==> config.mk <==
export PLATFORM = sky130hd
export DESIGN_NAME = pipe_reg_flat
export DESIGN_NICKNAME = d
export VERILOG_FILES = /design/src/rtl/y86_pkg.sv /design/src/rtl/pipe_reg_if.sv /design/src/rtl/pipe_reg_stage.sv /design/src/rtl/pipe_reg.sv /design/src/flat_wrapper.sv
export SDC_FILE = /design/constraint.sdc
export NUM_CORES = 1
export LEC_CHECK = 0
export ABC_AREA = 1
export CORE_MARGIN = 2
export CORE_UTILIZATION = 42
export DETAILED_ROUTE_END_ITERATION = 8
export PLACE_DENSITY = 0.85
export SYNTH_ARGS = -nofsm -noshare
export SYNTH_HDL_FRONTEND = slang
export SYNTH_SLANG_ARGS = --single-unit
==> constraint.sdc <==
create_clock -name clk -period 1 [get_ports clk]
set_input_delay 0.25 -clock clk [delete_from_list [all_inputs] [get_ports clk]]
set_output_delay 0.25 -clock clk [all_outputs]
set_load 0.02 [all_outputs]
==> src/rtl/y86_pkg.sv <==
// Shared Y86 pipeline constants: status codes, NOP opcode and field values.
// Latency: n/a (types and constants only).
// Backpressure: n/a.
// Contents: STAT_* codes, INOP, RNONE, hdr_t (narrow instruction fields), NOP_HDR.
package y86_pkg;

    localparam logic [2:0] STAT_AOK = 3'h1;
    localparam logic [2:0] STAT_HLT = 3'h2;
    localparam logic [2:0] STAT_ADR = 3'h3;
    localparam logic [2:0] STAT_INS = 3'h4;

    localparam logic [3:0] INOP  = 4'h1;
    localparam logic [3:0] RNONE = 4'hF;

    // Narrow instruction fields travel together; the WORD_W-wide valC/valP
    // stay separate because a package struct cannot take a parameter.
    typedef struct packed {
        logic [2:0] stat;
        logic [3:0] icode;
        logic [3:0] ifun;
        logic [3:0] ra;
        logic [3:0] rb;
    } hdr_t;

    localparam hdr_t NOP_HDR = '{
        stat  : STAT_AOK,
        icode : INOP,
        ifun  : 4'h0,
        ra    : RNONE,
        rb    : RNONE
    };

endpackage

==> src/rtl/pipe_reg_if.sv <==
// Bundle of the pipeline-register data, control and status signals.
// Latency: n/a (wires only).
// Backpressure: stall from the master holds every stage of the slave.
// Modports: master drives in_*/stall/bubble, slave drives out_*/ctl_conflict.
// With PIPE_REG_PERF_EN defined the slave also drives stall_cnt/bubble_cnt.
interface pipe_reg_if #(
    parameter int WORD_W = 64
);
    logic [2:0]        in_stat;
    logic [3:0]        in_icode;
    logic [3:0]        in_ifun;
    logic [3:0]        in_rA;
    logic [3:0]        in_rB;
    logic [WORD_W-1:0] in_valC;
    logic [WORD_W-1:0] in_valP;
    logic              stall;
    logic              bubble;

    logic [2:0]        out_stat;
    logic [3:0]        out_icode;
    logic [3:0]        out_ifun;
    logic [3:0]        out_rA;
    logic [3:0]        out_rB;
    logic [WORD_W-1:0] out_valC;
    logic [WORD_W-1:0] out_valP;
    logic              ctl_conflict;
`ifdef PIPE_REG_PERF_EN
    logic [31:0]       stall_cnt;
    logic [31:0]       bubble_cnt;
`endif

    modport master (
        output in_stat, in_icode, in_ifun, in_rA, in_rB, in_valC, in_valP,
        output stall, bubble,
        input  out_stat, out_icode, out_ifun, out_rA, out_rB, out_valC, out_valP,
        input  ctl_conflict
`ifdef PIPE_REG_PERF_EN
        , input stall_cnt, bubble_cnt
`endif
    );

    modport slave (
        input  in_stat, in_icode, in_ifun, in_rA, in_rB, in_valC, in_valP,
        input  stall, bubble,
        output out_stat, out_icode, out_ifun, out_rA, out_rB, out_valC, out_valP,
        output ctl_conflict
`ifdef PIPE_REG_PERF_EN
        , output stall_cnt, bubble_cnt
`endif
    );

endinterface

==> src/rtl/pipe_reg_stage.sv <==
// One pipeline register stage: hold, load NOP, or load upstream data.
// Latency: 1 cycle from d_* to q_*.
// Backpressure: hold=1 freezes contents for the edge (takes priority over load_nop).
// Ports: clk, rst_n (async active-low, loads NOP), hold, load_nop, d_hdr/d_valc/d_valp in,
//        q_hdr/q_valc/q_valp out.
module pipe_reg_stage
    import y86_pkg::*;
#(
    parameter int WORD_W = 64
) (
    input  logic              clk,
    input  logic              rst_n,
    input  logic              hold,
    input  logic              load_nop,
    input  hdr_t              d_hdr,
    input  logic [WORD_W-1:0] d_valc,
    input  logic [WORD_W-1:0] d_valp,
    output hdr_t              q_hdr,
    output logic [WORD_W-1:0] q_valc,
    output logic [WORD_W-1:0] q_valp
);

    always_ff @(posedge clk or negedge rst_n) begin
        if (!rst_n) begin
            q_hdr  <= NOP_HDR;
            q_valc <= '0;
            q_valp <= '0;
        end else if (hold) begin
            q_hdr  <= q_hdr;
            q_valc <= q_valc;
            q_valp <= q_valp;
        end else if (load_nop) begin
            q_hdr  <= NOP_HDR;
            q_valc <= '0;
            q_valp <= '0;
        end else begin
            q_hdr  <= d_hdr;
            q_valc <= d_valc;
            q_valp <= d_valp;
        end
    end

endmodule

==> src/rtl/pipe_reg.sv <==
// Y86 inter-stage pipeline register, DEPTH (1..4) stages deep, with stall/bubble control.
// Latency: DEPTH cycles from in_* to out_* when neither stall nor bubble is applied.
// Backpressure: stall holds every stage; bubble (without stall) injects a NOP into stage 0.
// Ports: clk, rst_n (async active-low, all stages to NOP), bus (pipe_reg_if.slave).
// Optional: PIPE_REG_PERF_EN adds saturating 32-bit stall_cnt / bubble_cnt on the bus.
module pipe_reg
    import y86_pkg::*;
#(
    parameter int WORD_W = 64,
    parameter int DEPTH  = 1
) (
    input  logic      clk,
    input  logic      rst_n,
    pipe_reg_if.slave bus
);

    generate
        if (DEPTH < 1 || DEPTH > 4) begin : g_bad_depth
            $error("pipe_reg: DEPTH must be in 1..4");
        end
    endgenerate

    hdr_t              in_hdr;
    logic              load_nop;
    logic              conflict_q;
    hdr_t              st_hdr  [DEPTH];
    logic [WORD_W-1:0] st_valc [DEPTH];
    logic [WORD_W-1:0] st_valp [DEPTH];

    assign in_hdr = '{
        stat  : bus.in_stat,
        icode : bus.in_icode,
        ifun  : bus.in_ifun,
        ra    : bus.in_rA,
        rb    : bus.in_rB
    };

    // Stall wins over bubble: a held stage 0 must not be overwritten by a NOP.
    assign load_nop = bus.bubble & ~bus.stall;

    genvar g;
    generate
        for (g = 0; g < DEPTH; g++) begin : g_stage
            if (g == 0) begin : g_head
                pipe_reg_stage #(.WORD_W(WORD_W)) u_stage (
                    .clk      (clk),
                    .rst_n    (rst_n),
                    .hold     (bus.stall),
                    .load_nop (load_nop),
                    .d_hdr    (in_hdr),
                    .d_valc   (bus.in_valC),
                    .d_valp   (bus.in_valP),
                    .q_hdr    (st_hdr[g]),
                    .q_valc   (st_valc[g]),
                    .q_valp   (st_valp[g])
                );
            end else begin : g_body
                pipe_reg_stage #(.WORD_W(WORD_W)) u_stage (
                    .clk      (clk),
                    .rst_n    (rst_n),
                    .hold     (bus.stall),
                    .load_nop (1'b0),
                    .d_hdr    (st_hdr[g-1]),
                    .d_valc   (st_valc[g-1]),
                    .d_valp   (st_valp[g-1]),
                    .q_hdr    (st_hdr[g]),
                    .q_valc   (st_valc[g]),
                    .q_valp   (st_valp[g])
                );
            end
        end
    endgenerate

    assign bus.out_stat  = st_hdr[DEPTH-1].stat;
    assign bus.out_icode = st_hdr[DEPTH-1].icode;
    assign bus.out_ifun  = st_hdr[DEPTH-1].ifun;
    assign bus.out_rA    = st_hdr[DEPTH-1].ra;
    assign bus.out_rB    = st_hdr[DEPTH-1].rb;
    assign bus.out_valC  = st_valc[DEPTH-1];
    assign bus.out_valP  = st_valp[DEPTH-1];

    // Sticky: a simultaneous stall+bubble indicates a hazard-unit bug upstream,
    // so it is latched until reset for software to find.
    always_ff @(posedge clk or negedge rst_n) begin
        if (!rst_n) begin
            conflict_q <= 1'b0;
        end else if (bus.stall && bus.bubble) begin
            conflict_q <= 1'b1;
        end
    end

    assign bus.ctl_conflict = conflict_q;

`ifdef PIPE_REG_PERF_EN
    logic [31:0] stall_cnt_q;
    logic [31:0] bubble_cnt_q;

    // A combined stall+bubble edge counts as a stall only, matching what the
    // stages actually did on that edge.
    always_ff @(posedge clk or negedge rst_n) begin
        if (!rst_n) begin
            stall_cnt_q  <= '0;
            bubble_cnt_q <= '0;
        end else begin
            if (bus.stall && (stall_cnt_q != 32'hFFFF_FFFF)) begin
                stall_cnt_q <= stall_cnt_q + 32'd1;
            end
            if (load_nop && (bubble_cnt_q != 32'hFFFF_FFFF)) begin
                bubble_cnt_q <= bubble_cnt_q + 32'd1;
            end
        end
    end

    assign bus.stall_cnt  = stall_cnt_q;
    assign bus.bubble_cnt = bubble_cnt_q;
`endif

endmodule

==> src/flat_wrapper.sv <==
// flat-port wrapper written by rule: the top's interface ports become plain ports
module pipe_reg_flat import y86_pkg::*;
#(
    parameter int WORD_W = 64,
    parameter int DEPTH  = 1
)
  (clk, rst_n, bus_in_stat, bus_in_icode, bus_in_ifun, bus_in_rA, bus_in_rB, bus_in_valC, bus_in_valP, bus_stall, bus_bubble, bus_out_stat, bus_out_icode, bus_out_ifun, bus_out_rA, bus_out_rB, bus_out_valC, bus_out_valP, bus_ctl_conflict);
  pipe_reg_if #(.WORD_W(WORD_W)) bus_i ();
  input  logic clk;
  input  logic rst_n;
  input wire logic [$bits(bus_i.in_stat)-1:0] bus_in_stat;
  input wire logic [$bits(bus_i.in_icode)-1:0] bus_in_icode;
  input wire logic [$bits(bus_i.in_ifun)-1:0] bus_in_ifun;
  input wire logic [$bits(bus_i.in_rA)-1:0] bus_in_rA;
  input wire logic [$bits(bus_i.in_rB)-1:0] bus_in_rB;
  input wire logic [$bits(bus_i.in_valC)-1:0] bus_in_valC;
  input wire logic [$bits(bus_i.in_valP)-1:0] bus_in_valP;
  input wire logic [$bits(bus_i.stall)-1:0] bus_stall;
  input wire logic [$bits(bus_i.bubble)-1:0] bus_bubble;
  output wire logic [$bits(bus_i.out_stat)-1:0] bus_out_stat;
  output wire logic [$bits(bus_i.out_icode)-1:0] bus_out_icode;
  output wire logic [$bits(bus_i.out_ifun)-1:0] bus_out_ifun;
  output wire logic [$bits(bus_i.out_rA)-1:0] bus_out_rA;
  output wire logic [$bits(bus_i.out_rB)-1:0] bus_out_rB;
  output wire logic [$bits(bus_i.out_valC)-1:0] bus_out_valC;
  output wire logic [$bits(bus_i.out_valP)-1:0] bus_out_valP;
  output wire logic [$bits(bus_i.ctl_conflict)-1:0] bus_ctl_conflict;
  assign bus_i.in_stat = bus_in_stat;
  assign bus_i.in_icode = bus_in_icode;
  assign bus_i.in_ifun = bus_in_ifun;
  assign bus_i.in_rA = bus_in_rA;
  assign bus_i.in_rB = bus_in_rB;
  assign bus_i.in_valC = bus_in_valC;
  assign bus_i.in_valP = bus_in_valP;
  assign bus_i.stall = bus_stall;
  assign bus_i.bubble = bus_bubble;
  assign bus_out_stat = bus_i.out_stat;
  assign bus_out_icode = bus_i.out_icode;
  assign bus_out_ifun = bus_i.out_ifun;
  assign bus_out_rA = bus_i.out_rA;
  assign bus_out_rB = bus_i.out_rB;
  assign bus_out_valC = bus_i.out_valC;
  assign bus_out_valP = bus_i.out_valP;
  assign bus_ctl_conflict = bus_i.ctl_conflict;
  pipe_reg #(.WORD_W(WORD_W), .DEPTH(DEPTH)) u_core (.clk(clk), .rst_n(rst_n), .bus(bus_i));
endmodule
==> metrics.md <==
| Metric | Value |
|---|---|
| Share of the synthesized area in the top cell type | `just over 60%` |
| Clock sinks | `around 150` |
| Wire length per cell | `roughly 19 um` |
| Worst setup SP type | `flop` |
| Critical Path AT | `between 1 and 1.5 ns` |
| Hold Crit Class | `in -> reg` |
| Post-Synthesis Cells | `between 600 and 700` |
| Area leader, netlist | `dfrtp_1` |
| Routability cong. | `around 0.80` |
| Status | `complete, but fails checks` |
| Congestion Overflow GR | `0` |
| Top Ports | `299` |
| Ratio of cells with drive above 1 in the final layout | `between 30% and 40%` |
| Maximum clock rate | `0.7172 GHz` |
| Worst R2R Start | `u_core.g_stage[0].g_head.u_stage.q_valp[15]` |
| Number of global-route vias before repair | `~6200` |
| CTS tree | `done` |
| Slew margin rel. | `76.99%` |
| Final min period | `approximately 1.4 ns` |
| Setup crit end kind | `output port` |
| # DRC | `0` |
| Power per cell area | `between 1500 and 2000 nW/um^2` |
| DP Worst Slack | `-0.4627 ns` |
| Setup WS post-layout | `-0.3942 ns` |
| CTS H-tree depth | `4` |
| Antenna Cells | `0` |
| Largest stage delay on the critical path | `0.58 ns` |
| Hold depth | `4` |
| VDD IR-drop max | `1.139 mV` |
| # Max-Cap Violations | `0` |
| Yosys cell types | `11` |
| Cell Int Power | `around 13 mW` |
| Initial antenna violation count | `0` |
| Failing checks | `negative setup slack` |
| Cell with the most instances after synthesis | `nand2_1` |
| Number of enable flip-flop cells after synthesis | `0` |
| Clock transition at path regs | `about 0.07 ns` |
| Final Cycle Share | `139.4%` |
| Vias/cell | `between 5 and 6` |
| Final Max Tran Viols | `0` |
| Die height | `roughly 120 um` |
| Die footprint | `between 10000 and 15000 sq um` |
| Logic gate share of total power | `22.3%` |
| Worst EP required | `approximately 0.75 ns` |
| Area Growth Syn to Fin | `89.75%` |
| Mux cell area share after synthesis | `0%` |
| DP HPWL | `~13 mm` |
| Family with the most delay on the worst path | `flip-flops` |
| Hold endpoint | `u_core.g_stage[0].g_head.u_stage.q_hdr[2]` |
| R2r endpoint | `u_core.g_stage[0].g_head.u_stage.q_valp[15]` |
| CP Depth | `1` |
| Final Instance Area | `10740 sq um` |
| Clock power frac | `about two fifths` |
| Top cells by count, synth | `nand2_1 (431), dfrtp_1 (138), buf_6 (14)` |
| DR vias | `about 6200` |
| Post-Synth XOR/XNOR Area | `0%` |
| Hold Path Origin | `bus_stall` |
| Largest net degree at the start of global routing | `between 50 and 60` |
| Clk_lat worst skew | `around 0.42 ns` |
| Ys Warns | `0` |
| Worst Tran Pin Value | `around 0.35 ns` |
| Clock skew | `0 ns` |
| FF-to-FF setup slack | `-0.04 ns` |
| Adder-Cell Fraction of Synth Area | `0%` |
| Longest Clk Path Bufs | `2` |
| Post-synth top flop | `dfrtp_1` |
| Switching power share of the total | `between 20 and 30%` |
| Syn nets | `776` |
| Final hold slack | `approximately 0.22 ns` |
| WS Path Type | `reg -> out` |
| First-pass GRT wire length | `between 30 and 40 mm` |
| Sequential Power Share | `between 30% and 40%` |
| Crit path max fanout | `2` |
| FFs w/ async S/R, synth | `between 90% and 100%` |
| Largest family of logic cells by synthesized area | `simple AND/OR/NAND/NOR gates` |
| Nets | `about 1200` |
| DRT iter0 DRCs | `just under 600` |
| Drt pass-1 iters | `5` |
| Rows | `42` |
| Synth area leaders | `dfrtp_1 (61%), nand2_1 (29%), dfstp_2 (4.6%), buf_6 (2.8%), buf_2 (1.1%)` |
| Chip width | `120.1 um` |
| Final hold viol count | `0` |
| RSZ-0062 raised after global routing | `yes` |
| Starting density of the core | `42.92%` |
| WP buf/inv | `1` |
| Sw Pwr | `~4.8 mW` |
| CP max-delay cell | `dfstp_2` |
| Post-layout util | `between 80% and 90%` |
| GRT Total Usage | `between 20 and 30%` |
| Setup Viol. Count Final | `150` |
| Placeable Area | `about 13000 sq um` |
| Worst reg2reg path depth | `5` |
| Antenna Nets Post-Route | `0` |
| Placement Cell Area | `a little over 9000 sq um` |
| Simple-gate share of the synthesized area | `between 20 and 30%` |
| Synth Area in Compound Gates | `1.017%` |
| CTS root buf | `clkbuf_16` |
| Total CTS buffers | `17` |
| Crit path cell chain | `buf_6` |
| Mapped Avg Cell Area | `just over 9 sq um` |
| Pleak | `approximately 5.7 nW` |
| Register area share after synthesis | `65.64%` |
| Buffers added on ports | `298` |
| Cell area after synthesis | `about 5700 sq um` |
| Final wirelength | `approximately 24 mm` |
| #FFs+latches synth | `approximately 150` |
## metrics by stage
step / instances / total power, mW / TNS [ns]
floorplan: 625 / 8.007 / 0
finish: 1247 / 17.72 / -31.89
detailed placement: 1113 / 10.05 / -90.32
CTS: 1201 / 17.33 / -33.25
global route: 1247 / 18.31 / -36.00
global placement: 1113 / 9.982 / -87.21
## power by group through the flow
stage,clock (mW),combinational [mW],sequential [mW]
floorplan,0,0.594,7.41
global placement,0,3.15,6.83
detailed placement,0,3.21,6.84
CTS,6.87,3.62,6.84
global route,7.26,4.15,6.91
finish,6.89,3.95,6.88
## flip-flops by register name, indices dropped and copies added, names as in the netlist
register                              count
u_core.g_stage.g_head.u_stage.q_valc     64
u_core.g_stage.g_head.u_stage.q_valp     64
u_core.g_stage.g_head.u_stage.q_hdr      19
u_core.bus.ctl_conflict                   1
## tightest hold or removal path, stage by stage
cell and delay [ns]:
buf_4 0.14, buf_12 0.15, nand2_1 0.05, nand2_1 0.05
## kinds of logic (layout without fill, tap and decap cells)
family	Yosys count	count (layout)
AO/OA/AOI/OAI	11	11
AND/OR/NAND/NOR	432	432
flip-flops	148	148
buffers and inverters	34	480
## layout make-up
cell class / instances / area (sq um)
inverter: 1 / 3.754
sequential: 148 / 3716
multi-input combinational: 443 / 1697
clock inverter: 11 / 176.4
fill: 696 / 2447
timing repair buffer: 447 / 4469
tap: 176 / 220.2
clock buffer: 21 / 460.4
## metal layers
metal	vias up	GRT usage, %	wire [um]
met5	-	0	0
met4	0	14.63	1455
met3	128	9.553	2299
met2	408	51.70	11980
met1	2955	31.58	7993
li1	2748	-	-
## cell usage in the layout, fill, tap and decap left out
master	Yosys	routed
a21o_1	1	1
buf_4	3	135
nand2_1	431	427
clkbuf_8	0	2
o21ai_0	10	10
clkbuf_1	4	2
clkinv_4	0	3
dfrtp_1	138	138
dlygate4sd3_1	0	1
bufbuf_16	0	2
nand2_2	0	4
clkbuf_16	0	17
dlygate4sd2_1	0	1
bufinv_16	0	4
nor2_4	1	1
buf_6	14	151
dfstp_2	10	10
inv_1	1	1
buf_12	0	10
clkdlybuf4s50_1	0	147
clkinvlp_4	0	4
## worst max-delay path by stage
stage	from	endpoint	slack, ns
floorplan	bus_stall	u_core.g_stage[0].g_head.u_stage.q_valp[47]	0.08
global placement	bus_bubble	u_core.g_stage[0].g_head.u_stage.q_valc[13]	-0.43
detailed placement	bus_bubble	u_core.g_stage[0].g_head.u_stage.q_valc[17]	-0.46
CTS	u_core.g_stage[0].g_head.u_stage.q_hdr[7]	bus_out_rA[3]	-0.39
global route	u_core.g_stage[0].g_head.u_stage.q_hdr[7]	bus_out_rA[3]	-0.42
finish	u_core.g_stage[0].g_head.u_stage.q_hdr[7]	bus_out_rA[3]	-0.39
## what timing repair did
action | in CTS | in global routing
cloned | 2 | 0
buffers inserted | 53 | 46
endpoints found under the hold margin | 19 | 0
hold buffers | 1 | 0
pin swaps | 1 | 4
setup endpoints to repair | 170 | 148
resized for setup | 892 | 5
Note: power is estimated with default switching activity, not from simulation.
